**config.mk**
```make
export PLATFORM = sky130hd
export DESIGN_NAME = keypoint_edge_filter
export DESIGN_NICKNAME = d
export VERILOG_FILES = /design/src/rtl/sift_pkg.sv /design/src/rtl/keypoint_edge_filter_edge_ratio_calc.sv /design/src/rtl/keypoint_edge_filter.sv
export SDC_FILE = /design/constraint.sdc
export NUM_CORES = 1
export LEC_CHECK = 0
export CORE_UTILIZATION = 50
export CTS_CLUSTER_DIAMETER = 40
export DETAILED_ROUTE_END_ITERATION = 10
export DONT_BUFFER_PORTS = 1
export PLACE_DENSITY = 0.68
export SLEW_MARGIN = 20
export SYNTH_ARGS = -nofsm -noshare
export SYNTH_HDL_FRONTEND = slang
export SYNTH_SLANG_ARGS = --single-unit
```
**constraint.sdc**
```tcl
create_clock -name iclk -period 8.4 [get_ports iclk]
set_clock_uncertainty 0.2 [all_clocks]
set_input_delay 0.84 -clock iclk [delete_from_list [all_inputs] [get_ports iclk]]
set_output_delay 0.84 -clock iclk [all_outputs]
set_load 0.1 [all_outputs]
```
**src/rtl/sift_pkg.sv**
```systemverilog
`default_nettype none
// +----------------------------------------------------------------------+
// | Module      : sift_pkg                                               |
// | Description : Widths, defaults and helpers shared by the SIFT        |
// |               Hessian, DoG and keypoint edge-filter stages.          |
// | Revision    : 1.0 - initial release                                  |
// +----------------------------------------------------------------------+
package sift_pkg;

  // Signed sample width used by the DoG and Hessian stages
  localparam int DATA_W              = 9;

  // Default thresholds for the keypoint filter
  localparam int R_DEFAULT           = 10;
  localparam int CONTRAST_TH_DEFAULT = 3;

  // Derived widths: trace, determinant, ratio terms and common compare
  localparam int TR_W  = DATA_W + 1;      // 10
  localparam int DET_W = 2 * DATA_W + 1;  // 19
  localparam int LHS_W = 23;              // tr^2 * R, R <= 15
  localparam int RHS_W = 27;              // det * (R+1)^2, signed
  localparam int CMP_W = 32;

  // Flags carried alongside each candidate through the pipeline
  typedef struct packed {
    logic valid;
    logic ext;
    logic contrast_ok;
  } side_t;

  // Absolute value widened by one bit so that the most negative input
  // (-256) maps to +256 instead of wrapping
  function automatic logic [TR_W-1:0] abs_ext(input logic signed [DATA_W-1:0] v);
    logic [TR_W-1:0] wide;
    wide = {v[DATA_W-1], v};
    return v[DATA_W-1] ? (~wide + TR_W'(1)) : wide;
  endfunction

endpackage
`default_nettype wire

```
**src/rtl/keypoint_edge_filter_edge_ratio_calc.sv**
```systemverilog
`default_nettype none
// +----------------------------------------------------------------------+
// | Module      : edge_ratio_calc                                        |
// | Description : Two-stage datapath for the principal-curvature test:   |
// |               S1 trace/determinant, S2 tr^2*R and det*(R+1)^2.       |
// | Revision    : 1.0 - initial release                                  |
// +----------------------------------------------------------------------+
module edge_ratio_calc
  import sift_pkg::*;
#(
  parameter int R = R_DEFAULT
) (
  input  logic                     iclk,
  input  logic                     irst_n,
  input  logic signed [DATA_W-1:0] dxx_i,
  input  logic signed [DATA_W-1:0] dyy_i,
  input  logic signed [DATA_W-1:0] dxy_i,
  output logic        [LHS_W-1:0]  lhs_o,
  output logic signed [RHS_W-1:0]  rhs_o,
  output logic                     det_pos_o
);

  localparam logic        [LHS_W-1:0] c_R_EXT = LHS_W'(R);
  localparam logic signed [RHS_W-1:0] c_R1_SQ = RHS_W'((R + 1) * (R + 1));

  logic signed [TR_W-1:0]     tr_d,  tr_q;
  logic signed [DET_W-1:0]    det_d, det_q;
  logic signed [2*DATA_W-1:0] w_p_xx_yy, w_p_xy_xy;
  logic signed [2*TR_W-1:0]   w_tr_sq;
  logic        [LHS_W-1:0]    lhs_d, lhs_q;
  logic signed [RHS_W-1:0]    rhs_d, rhs_q;
  logic                       det_pos_d, det_pos_q;

  // S1: trace and determinant; 18-bit products fit exactly, the extra
  // determinant bit absorbs the subtraction
  assign tr_d      = {dxx_i[DATA_W-1], dxx_i} + {dyy_i[DATA_W-1], dyy_i};
  assign w_p_xx_yy = dxx_i * dyy_i;
  assign w_p_xy_xy = dxy_i * dxy_i;
  assign det_d     = DET_W'(w_p_xx_yy) - DET_W'(w_p_xy_xy);

  // S2: both sides of tr^2*R < det*(R+1)^2; tr^2 is never negative
  assign w_tr_sq   = tr_q * tr_q;
  assign lhs_d     = LHS_W'($unsigned(w_tr_sq)) * c_R_EXT;
  assign rhs_d     = RHS_W'(det_q) * c_R1_SQ;
  assign det_pos_d = !det_q[DET_W-1] && (det_q != '0);

  // Pipeline registers for S1 and S2
  always_ff @(posedge iclk or negedge irst_n) begin
    if (!irst_n) begin
      tr_q      <= '0;
      det_q     <= '0;
      lhs_q     <= '0;
      rhs_q     <= '0;
      det_pos_q <= 1'b0;
    end else begin
      tr_q      <= tr_d;
      det_q     <= det_d;
      lhs_q     <= lhs_d;
      rhs_q     <= rhs_d;
      det_pos_q <= det_pos_d;
    end
  end

  assign lhs_o     = lhs_q;
  assign rhs_o     = rhs_q;
  assign det_pos_o = det_pos_q;

endmodule
`default_nettype wire

```
**src/rtl/keypoint_edge_filter.sv**
```systemverilog
`default_nettype none
// +----------------------------------------------------------------------+
// | Module      : keypoint_edge_filter                                   |
// | Description : SIFT low-contrast and edge-response rejection with a   |
// |               3-cycle pipeline and saturating per-frame keep count.  |
// | Revision    : 1.0 - initial release                                  |
// +----------------------------------------------------------------------+
module keypoint_edge_filter
  import sift_pkg::*;
#(
  parameter int R           = R_DEFAULT,
  parameter int CONTRAST_TH = CONTRAST_TH_DEFAULT,
  parameter int X_W         = 10,
  parameter int Y_W         = 10,
  parameter int CNT_W       = 12
) (
  input  logic                     iclk,
  input  logic                     irst_n,
  input  logic                     ivalid,
  input  logic                     iframe_start,
  input  logic                     iextremum,
  input  logic signed [DATA_W-1:0] iData_mid,
  input  logic signed [DATA_W-1:0] idxx,
  input  logic signed [DATA_W-1:0] idyy,
  input  logic signed [DATA_W-1:0] idxy,
  input  logic        [X_W-1:0]    ix,
  input  logic        [Y_W-1:0]    iy,
  output logic                     ovalid,
  output logic                     okeep,
  output logic        [X_W-1:0]    ox,
  output logic        [Y_W-1:0]    oy,
  output logic        [CNT_W-1:0]  okp_count,
  output logic                     okp_sat
);

  side_t                     s1_side_d, s1_side_q, s2_side_q;
  logic        [X_W-1:0]     s1_x_q, s2_x_q;
  logic        [Y_W-1:0]     s1_y_q, s2_y_q;
  logic        [LHS_W-1:0]   w_lhs;
  logic signed [RHS_W-1:0]   w_rhs;
  logic                      w_det_pos;
  logic signed [CMP_W-1:0]   w_lhs_cmp, w_rhs_cmp;
  logic                      okeep_d, ovalid_q, okeep_q;
  logic        [X_W-1:0]     ox_q;
  logic        [Y_W-1:0]     oy_q;
  logic        [CNT_W-1:0]   okp_count_d, okp_count_q;
  logic                      okp_sat_d, okp_sat_q;
  logic                      w_count_keep;

  edge_ratio_calc #(
    .R (R)
  ) u_edge_ratio_calc (
    .iclk      (iclk),
    .irst_n    (irst_n),
    .dxx_i     (idxx),
    .dyy_i     (idyy),
    .dxy_i     (idxy),
    .lhs_o     (w_lhs),
    .rhs_o     (w_rhs),
    .det_pos_o (w_det_pos)
  );

  assign s1_side_d.valid       = ivalid;
  assign s1_side_d.ext         = iextremum;
  assign s1_side_d.contrast_ok = abs_ext(iData_mid) >= TR_W'(CONTRAST_TH);

  // Sideband and coordinates travel in lockstep with the ratio datapath
  always_ff @(posedge iclk or negedge irst_n) begin
    if (!irst_n) begin
      s1_side_q <= '0;
      s2_side_q <= '0;
      s1_x_q    <= '0;
      s2_x_q    <= '0;
      s1_y_q    <= '0;
      s2_y_q    <= '0;
    end else begin
      s1_side_q <= s1_side_d;
      s2_side_q <= s1_side_q;
      s1_x_q    <= ix;
      s2_x_q    <= s1_x_q;
      s1_y_q    <= iy;
      s2_y_q    <= s1_y_q;
    end
  end

  // S3 compare at a common signed width; strict less-than so ties reject
  assign w_lhs_cmp = {{(CMP_W - LHS_W){1'b0}}, w_lhs};
  assign w_rhs_cmp = {{(CMP_W - RHS_W){w_rhs[RHS_W-1]}}, w_rhs};
  assign okeep_d   = s2_side_q.valid & s2_side_q.ext & s2_side_q.contrast_ok
                   & w_det_pos & (w_lhs_cmp < w_rhs_cmp);

  // Output stage
  always_ff @(posedge iclk or negedge irst_n) begin
    if (!irst_n) begin
      ovalid_q <= 1'b0;
      okeep_q  <= 1'b0;
      ox_q     <= '0;
      oy_q     <= '0;
    end else begin
      ovalid_q <= s2_side_q.valid;
      okeep_q  <= okeep_d;
      ox_q     <= s2_x_q;
      oy_q     <= s2_y_q;
    end
  end

  assign w_count_keep = ovalid_q & okeep_q;

  // Counter next state: frame clear wins, a coincident keep opens the new frame
  always_comb begin
    okp_count_d = okp_count_q;
    okp_sat_d   = okp_sat_q;
    if (iframe_start) begin
      okp_count_d = w_count_keep ? CNT_W'(1) : '0;
      okp_sat_d   = 1'b0;
    end else if (w_count_keep) begin
      if (&okp_count_q) begin
        okp_sat_d = 1'b1;
      end else begin
        okp_count_d = okp_count_q + CNT_W'(1);
      end
    end
  end

  // Counter registers
  always_ff @(posedge iclk or negedge irst_n) begin
    if (!irst_n) begin
      okp_count_q <= '0;
      okp_sat_q   <= 1'b0;
    end else begin
      okp_count_q <= okp_count_d;
      okp_sat_q   <= okp_sat_d;
    end
  end

  assign ovalid    = ovalid_q;
  assign okeep     = okeep_q;
  assign ox        = ox_q;
  assign oy        = oy_q;
  assign okp_count = okp_count_q;
  assign okp_sat   = okp_sat_q;

endmodule
`default_nettype wire

```
==> results.md, run 1 <==
- The run finished with clean final reports.
- The number of global-route vias before repair was approximately 14000.
- In this run the worst path has a maximum fanout of 12.
- The post-detailed-placement cell area is between 20000 and 25000 µm².
- The area of the die is roughly 40000 µm².
- The final standard cell area without fillers is 20730 µm².
- The final number of setup-violating endpoints is 0.
- The maximum root-to-sink buffer count is 2.
- The most used flip-flop cell after synthesis is dfrtp_1.
- The first routing iteration left around 450 violations.
- After detailed routing, the number of remaining DRC violations is 0.
- The critical-path cell with the highest stage delay is fa_1.
- The critical path is of the flop to flop type.
- In the final layout, the share of cells above drive strength 1 is about 2.6%.
- Counting the buffers created by CTS gives 17.
- The number of max-slew violations in the final report was 0.
- The worst setup path is captured at a flop.
- The cell count after synthesis is roughly 1900.
- The effective utilization at floorplan is slightly above 50%.
- The critical path required time is ~8.6 ns.
- Clock-pin slew was measured on the worst setup and hold paths at 0.09 ns.
- Of the synthesized area, sequential elements account for ~20%.
- Synthesis inferred about 160 register bits.
- The final antenna diode count is 0.
- Before antenna repair, the detailed router went through 5 iterations.
- After detailed routing, the average wire length per cell comes to 15.12 µm.
- The slew at the pin closest to its max-slew limit is 1.029 ns.
- The cell area that synthesis handed to floorplanning was about 20000 µm².
- Across every metal layer, demand over resource in global routing totals roughly a fifth.
- The floorplan step set the die height to about 200 µm.
- The initial antenna violation count came to 0.
- Setup repair after global routing left no endpoint under its margin.
- The total negative slack for setup checks is 0 ns.
- For this run, the top clock speed supported by timing is 0.1368 GHz.
- The layout has about 3400 filler cells.
- During I/O placement, the number of pins put on the boundary was 96.
- In the synthesized netlist the async set-or-reset flop fraction comes to 100.0%.
- Headroom to the max-slew limit came out at 31.40%.
- In this run the number of H-tree levels came out at 4.
- The final critical path takes up a little under 90% of the cycle.
- The number of enable-type register cells in the synthesized netlist is 0.
- The largest single stage delay on the critical path is roughly 0.61 ns.
- CTS placed an instance of clkbuf_16 at the clock tree root.
- The horizontal die dimension is approximately 200 µm.
- Relative to the synthesized area, the layout overhead comes to 6.149%.
- Max-cap violations in this run came to 0.
- The hold violation count in the final report is 0.
- The TritonCTS sink count is 159.
- The placeable core region is about 39000 µm².
- Synthesis produced a netlist with a net count of between 2000 and 3000.
- Entering global routing, the biggest net connects 160 pins.
- The via-per-instance ratio is between 5 and 6.
- The post-CTS setup buffer count is 0.
- TritonCTS built the clock tree.
- At the end of routability-driven placement, the weighted congestion stood at around 0.85.
- The worst hold path class is flop to flop.
- The final critical path time including I/O delays and setup is around 7.3 ns.
- The first global-routing pass estimated approximately 63 mm of wire.
- The overflow left after global routing is 0.
- The wire-length estimate of the detail-placed layout is roughly 32 mm.
- After synthesis, the netlist uses 62 different library cells.
- The arrival time reported for the critical path endpoint is roughly 7.5 ns.
- The total via count after detailed routing is 12510.
- In this run, post-CTS repair resized a total of 0 instances.
- At the end of the flow, the number of nets in the layout was roughly 2600.
- Each instance of the synthesized netlist takes up on average 10.11 µm².
- The final antenna-violating net count is 0.
- Buffers inserted to repair hold after CTS numbered 1.
- The number of buffers inserted by port buffering is 0.
- The floorplan has 72 rows.
- Yosys printed 0 warnings.
- The final wirelength is approximately 37 mm.
- The clock latency on the worst-skew pair is approximately 0.44 ns.
- The worst setup path is launched from a flop.
-- area by class of cell --
cell class / count / area [µm²] / area share [%]
well taps: 518 / 648.1 / 3.126
inverters: 516 / 1937 / 9.341
clock inverters: 15 / 182.7 / 0.8810
repair buffers: 1 / 27.53 / 0.1328
flip-flops and latches: 159 / 3979 / 19.19
multi-input cells: 1236 / 13540 / 65.28
clock buffers: 17 / 425.4 / 2.052
-- per-layer routing --
layer	vias to the layer above	GRT usage [%]	wire length (µm)
met2	207	37.46	20300
met5	-	0	0
li1	5908	-	-
met3	34	2.295	1104
met4	0	5.033	641
met1	6365	24.61	15170
-- kinds of logic after synthesis --
kind of cell               synth area share, %
adders and majority gates                48.87
buffers and inverters                    10.34
and+or+nand+nor                          8.532
AOI/OAI and AO/OA                        6.905
DFF                                      20.37
xor gates and xnor gates                 4.753
muxes                                   0.2114
other                                  0.01920
-- cell usage in the layout, fill, tap and decap left out, types with 4 or more instances in the layout --
| cell | synthesis | routed |
|---|---|---|
| o21bai_1 | 12 | 12 |
| clkbuf_16 | 0 | 17 |
| nand4_1 | 10 | 10 |
| nor2_1 | 81 | 81 |
| nand3_1 | 11 | 11 |
| inv_8 | 0 | 6 |
| and2_1 | 54 | 54 |
| ha_1 | 275 | 275 |
| or3_1 | 6 | 6 |
| nand2_1 | 116 | 116 |
| inv_1 | 515 | 515 |
| fa_1 | 305 | 305 |
| nor3_1 | 10 | 10 |
| nor4_1 | 4 | 4 |
| a21o_1 | 20 | 20 |
| and3_1 | 7 | 7 |
| dfrtp_1 | 159 | 159 |
| o21ai_0 | 38 | 38 |
| o31a_1 | 4 | 4 |
| xor2_1 | 28 | 28 |
| a21oi_1 | 55 | 55 |
| a31oi_1 | 11 | 11 |
| nand2b_1 | 15 | 15 |
| o211ai_1 | 5 | 5 |
| o21a_1 | 14 | 14 |
| xnor2_1 | 78 | 78 |
| nor2b_1 | 17 | 17 |
| a211oi_1 | 5 | 5 |
-- metrics by stage --
stage	utilization [%]	hold WS [ns]	setup slack, ns	instances
after global routing	53.78	0.1543	0.6633	2462
after floorplan	-	0.1312	1.391	1933
final	53.78	0.1419	1.091	2462
after detailed placement	52.13	0.1347	1.176	2429
after CTS	53.78	0.1449	1.118	2462
after global placement	52.13	0.1315	1.367	2429
-- flip-flops by register name, indices dropped and copies added, names as in the netlist, 12 cells and up --
name	cells
u_edge_ratio_calc.lhs_o	21
okp_count	12
u_edge_ratio_calc.rhs_o	27
u_edge_ratio_calc.det_q	19
-- synth_stat cells, types with 4 or more instances --
cell type  count  area share (%)
inv_1        515             9.9
fa_1         305              31
ha_1         275              18
dfrtp_1      159              20
nand2_1      116             2.2
nor2_1        81             1.6
xnor2_1       78             3.5
a21oi_1       55             1.4
and2_1        54             1.7
o21ai_0       38            0.97
xor2_1        28             1.3
clkbuf_1      22            0.42
a21o_1        20            0.77
nor2b_1       17            0.54
nand2b_1      15            0.48
o21a_1        14            0.54
o21bai_1      12            0.46
a31oi_1       11            0.35
nand3_1       11            0.28
nand4_1       10            0.32
nor3_1        10            0.26
and3_1         7            0.22
or3_1          6            0.19
a211oi_1       5            0.19
o211ai_1       5            0.19
nor4_1         4            0.13
o31a_1         4            0.18
-- worst max-delay path, delay by kind of cell (launching register included) --
kind	cells	cell delay, ns
adders and majority gates	8	3.37
AOI/OAI and AO/OA	10	2.04
DFF	1	0.57
xor gates and xnor gates	2	0.41
and+or+nand+nor	3	0.40
buffers and inverters	4	0.21
-- worst paths after layout --
kind                                                 from                     endpoint  slack [ns]  cells past startpoint
worst max-delay path            u_edge_ratio_calc.tr_q[3]  u_edge_ratio_calc.lhs_o[22]        1.09                     27
max in group asynchronous                          irst_n  u_edge_ratio_calc.det_q[13]        7.20                      1
min in group asynchronous                          irst_n                    s2_y_q[7]        0.21                      1
worst max register to register  u_edge_ratio_calc.tr_q[3]  u_edge_ratio_calc.lhs_o[22]        1.09                     27
worst min register to register                  s1_y_q[6]                    s2_y_q[6]        0.14                      0
worst min-delay path                            s1_y_q[6]                    s2_y_q[6]        0.14                      0
Power of run 1 is not shown: default switching activity piles up to over one toggle a cycle in this logic, so the estimate is an artifact.
==> run 2: changes to the inputs <==
- BUFFER_PORTS_ARGS: default -> -buffer_cell sky130_fd_sc_hd__buf_4
- DONT_BUFFER_PORTS: 1 -> default
- MAX_ROUTING_LAYER: default -> met4
- PLACE_DENSITY: 0.68 -> 0.7
==> run 2 against run 1 <==
  * Maximum frequency decreased by 1.5%
  * Via count up 2.6%
  * Worst setup slack worse by 0.11 ns
  * Register-to-register slack lost 0.11 ns
==> results.md, run 2 (synthesis results as in run 1) <==
- TritonCTS built the clock tree.
- The total global-route track usage is 20.77% (+0.63 points).
- The run finished with clean final reports.
- The biggest fanout along the worst timing path is 15 (+3).
- The final antenna-violating net count is 0 (unchanged).
- The overflow left after global routing is 0 (unchanged).
- The worst hold path terminates at ox[0].
- The routed wire length per instance is 14.56 µm (-3.7%).
- The final critical path time including I/O delays and setup is 7.417 ns (+0.1077 ns).
- The DRC violation total after the first TritonRoute iteration is 507 (+12%).
- The clock-pin slew on the worst setup and hold paths is 0.08 ns (about the same).
- The final standard cell area without fillers is 21450 µm² (+3.4%).
- The via-per-instance ratio is 5.021 (-1.2%).
- The effective utilization at floorplan is 50.66% (unchanged).
- The number of buffers inserted by port buffering was 95 (+95).
- The topmost layer with routed signal wires is met4.
- The tree is rooted in a clkbuf_16.
- The slew at the pin closest to its max-slew limit is 0.8821 ns (-0.1469 ns).
- The count of cells along the worst register-to-register path is 27 (unchanged).
- In this design, the largest share of critical-path delay is due to adder cells.
- The total via count after detailed routing is 12840 (+2.6%).
- The horizontal die dimension is 199.7 µm (unchanged).
- Setup repair after global routing left no endpoint under its margin.
- The H-tree depth came to 4 (unchanged).
- The final antenna diode count is 0 (unchanged).
- The critical path required time is 8.56 ns (about the same).
- In this run the critical register-to-register path is launched from u_edge_ratio_calc.tr_q[1].
- STA classifies the critical path startpoint as a flop.
- The arrival time reported for the critical path endpoint is 7.57 ns (+0.11 ns).
- The post-detailed-route DRC marker count is 0 (unchanged).
- The number of flip-flops under the largest register name was 27 (unchanged).
- The top achievable clock speed is 0.1348 GHz (-1.5%).
- The placeable core region is 38560 µm² (unchanged).
- The number of buffers inserted for hold repair after clock tree synthesis is 0 (-1).
- The proportion of layout cells with a drive suffix above 1 is 7.160% (+4.5 points).
- In this run the most critical hold path is launched from s2_x_q[0].
- The number of global-route vias before repair came to 13750 (+1.7%).
- The number of iterations in the first detailed-routing pass was 4 (-1).
- The number of max-slew violations in the final report is 0 (unchanged).
- The final wirelength is 37.23 mm (about the same).
- The wire length of the first global-routing pass is 63.47 mm (about the same).
- STA classifies the critical path endpoint as a flop.
- The hold violation count in the final report is 0 (unchanged).
- The maximum number of pins on one net before global-route repair is 100 (-38%).
- The routability congestion estimate from global placement is 0.8647 (+2.3%).
- The sequential standard cell area is 3979 µm² (unchanged).
- The worst hold path class is flop to flop.
- The final number of setup-violating endpoints came to 0 (unchanged).
- The worst hold path stage count is 0 (unchanged).
- The library cell used most frequently in the layout, excluding fill and tap cells, is inv_1.
- The post-CTS setup buffer count is 0 (unchanged).
- The total negative slack for setup checks is 0 ns (unchanged).
- The post-route clock period utilization is 88.30% (+1.3 points).
- The buffering stage count on the worst path with inverters included is 4 (unchanged).
- The worst stage delay on the critical path is 0.72 ns (+0.11 ns).
- The category of the most critical setup path is flop to flop.
- The post-detailed-placement cell area is 20820 µm² (+3.6%).
- The net count of the finished layout is 2667 (+3.7%).
- The wire length on met2 is 19.63 mm (-3.3%).
- The capture instance of the worst register-to-register path is u_edge_ratio_calc.lhs_o[22].
- The maximum root-to-sink buffer count is 2 (unchanged).
- The initial antenna violation count is 0 (unchanged).
- In the layout the commonest cells are inv_1 (515), fa_1 (305), ha_1 (275).
- The HPWL reported at the end of detailed placement is 31.46 mm (-0.91%).
- The area of the die is 39860 µm² (unchanged).
- The setup slack of the worst register-to-register path is 0.98 ns (-0.11 ns).
- The top-level I/O count came to 96 (unchanged).
- The number of filler instances in the final layout is 3386 (-1.7%).
- The height of the die is 199.7 µm (unchanged).
- The detailed route wirelength on metal3 is 1.091 mm (-1.2%).
- The number of clock buffers inserted by TritonCTS is 17 (unchanged).
- The area occupied by multi-input gates is 13540 µm² (unchanged).
- The row count came to 72 (unchanged).
- The clock latency on the worst-skew pair came to 0.43 ns (about the same).
- The worst slew margin relative to its limit is 41.20% (+9.8 points).
- The critical-path cell with the highest stage delay is dfrtp_1.
- The detailed-route wire length on metal 1 is 15.45 mm (+1.9%).
- From synthesis to final layout, the design area changed by 9.794%.
- The TritonCTS sink count is 159 (unchanged).
- The count of cells resized by post-cts repair came to 0 (unchanged).
- The total of max-cap violations is 0 (unchanged).
[run 2: worst register-to-register path: stages (launching register included)]
cell	delay, ns
dfrtp_1	0.72
nand2_1	0.19
fa_1	0.57
inv_1	0.06
ha_1	0.27
a21oi_1	0.08
fa_1	0.51
inv_1	0.05
fa_1	0.53
inv_1	0.05
fa_1	0.47
inv_1	0.04
ha_1	0.34
a211oi_2	0.20
o211ai_1	0.15
a211o_1	0.32
a21oi_2	0.25
o21bai_2	0.13
xor2_1	0.28
ha_1	0.29
ha_1	0.34
o21a_1	0.18
nor2_1	0.12
nor2b_1	0.08
a21boi_1	0.16
o41a_1	0.39
a31oi_1	0.23
xnor2_1	0.14
[run 2: worst max-delay path by stage]
stage / slack [ns] / endpoint / from / cells after the start
after global routing: 0.52 / u_edge_ratio_calc.lhs_o[22] / u_edge_ratio_calc.tr_q[1] / 24
after detailed placement: 1.06 / u_edge_ratio_calc.lhs_o[22] / u_edge_ratio_calc.tr_q[1] / 27
final: 0.98 / u_edge_ratio_calc.lhs_o[22] / u_edge_ratio_calc.tr_q[1] / 27
after global placement: 1.20 / u_edge_ratio_calc.det_q[17] / idxy[8] / 19
after CTS: 0.97 / u_edge_ratio_calc.lhs_o[22] / u_edge_ratio_calc.tr_q[1] / 27
after floorplan: 1.39 / u_edge_ratio_calc.det_q[17] / idxy[0] / 19
[run 2: metal layers]
metal	vias to the layer above	GRT usage, %
met1	6451	24.46
li1	6109	-
met5	-	-
met2	221	36.95
met4	0	7.125
met3	58	2.076
[run 2: cell type report]
cell class / instances / share of cell area [%]
timing repair buffer: 96 / 3.378
clock inverter: 15 / 0.9218
multi-input combinational: 1236 / 63.11
tap: 518 / 3.022
inverter: 516 / 9.031
clock buffer: 17 / 1.984
sequential: 159 / 18.55
[run 2: through the flow]
step                hold WS (ns)  util [%]  setup slack (ns)  std cells
finish                    0.1503     55.62            0.9831       2557
global route              0.1569     55.62            0.5154       2557
CTS                       0.1502     55.62            0.9735       2557
detailed placement        0.1347     54.01             1.061       2525
global placement          0.1316     54.01             1.204       2525
floorplan                 0.1312         -             1.391       1933
Power of run 2 is left out for the same reason.
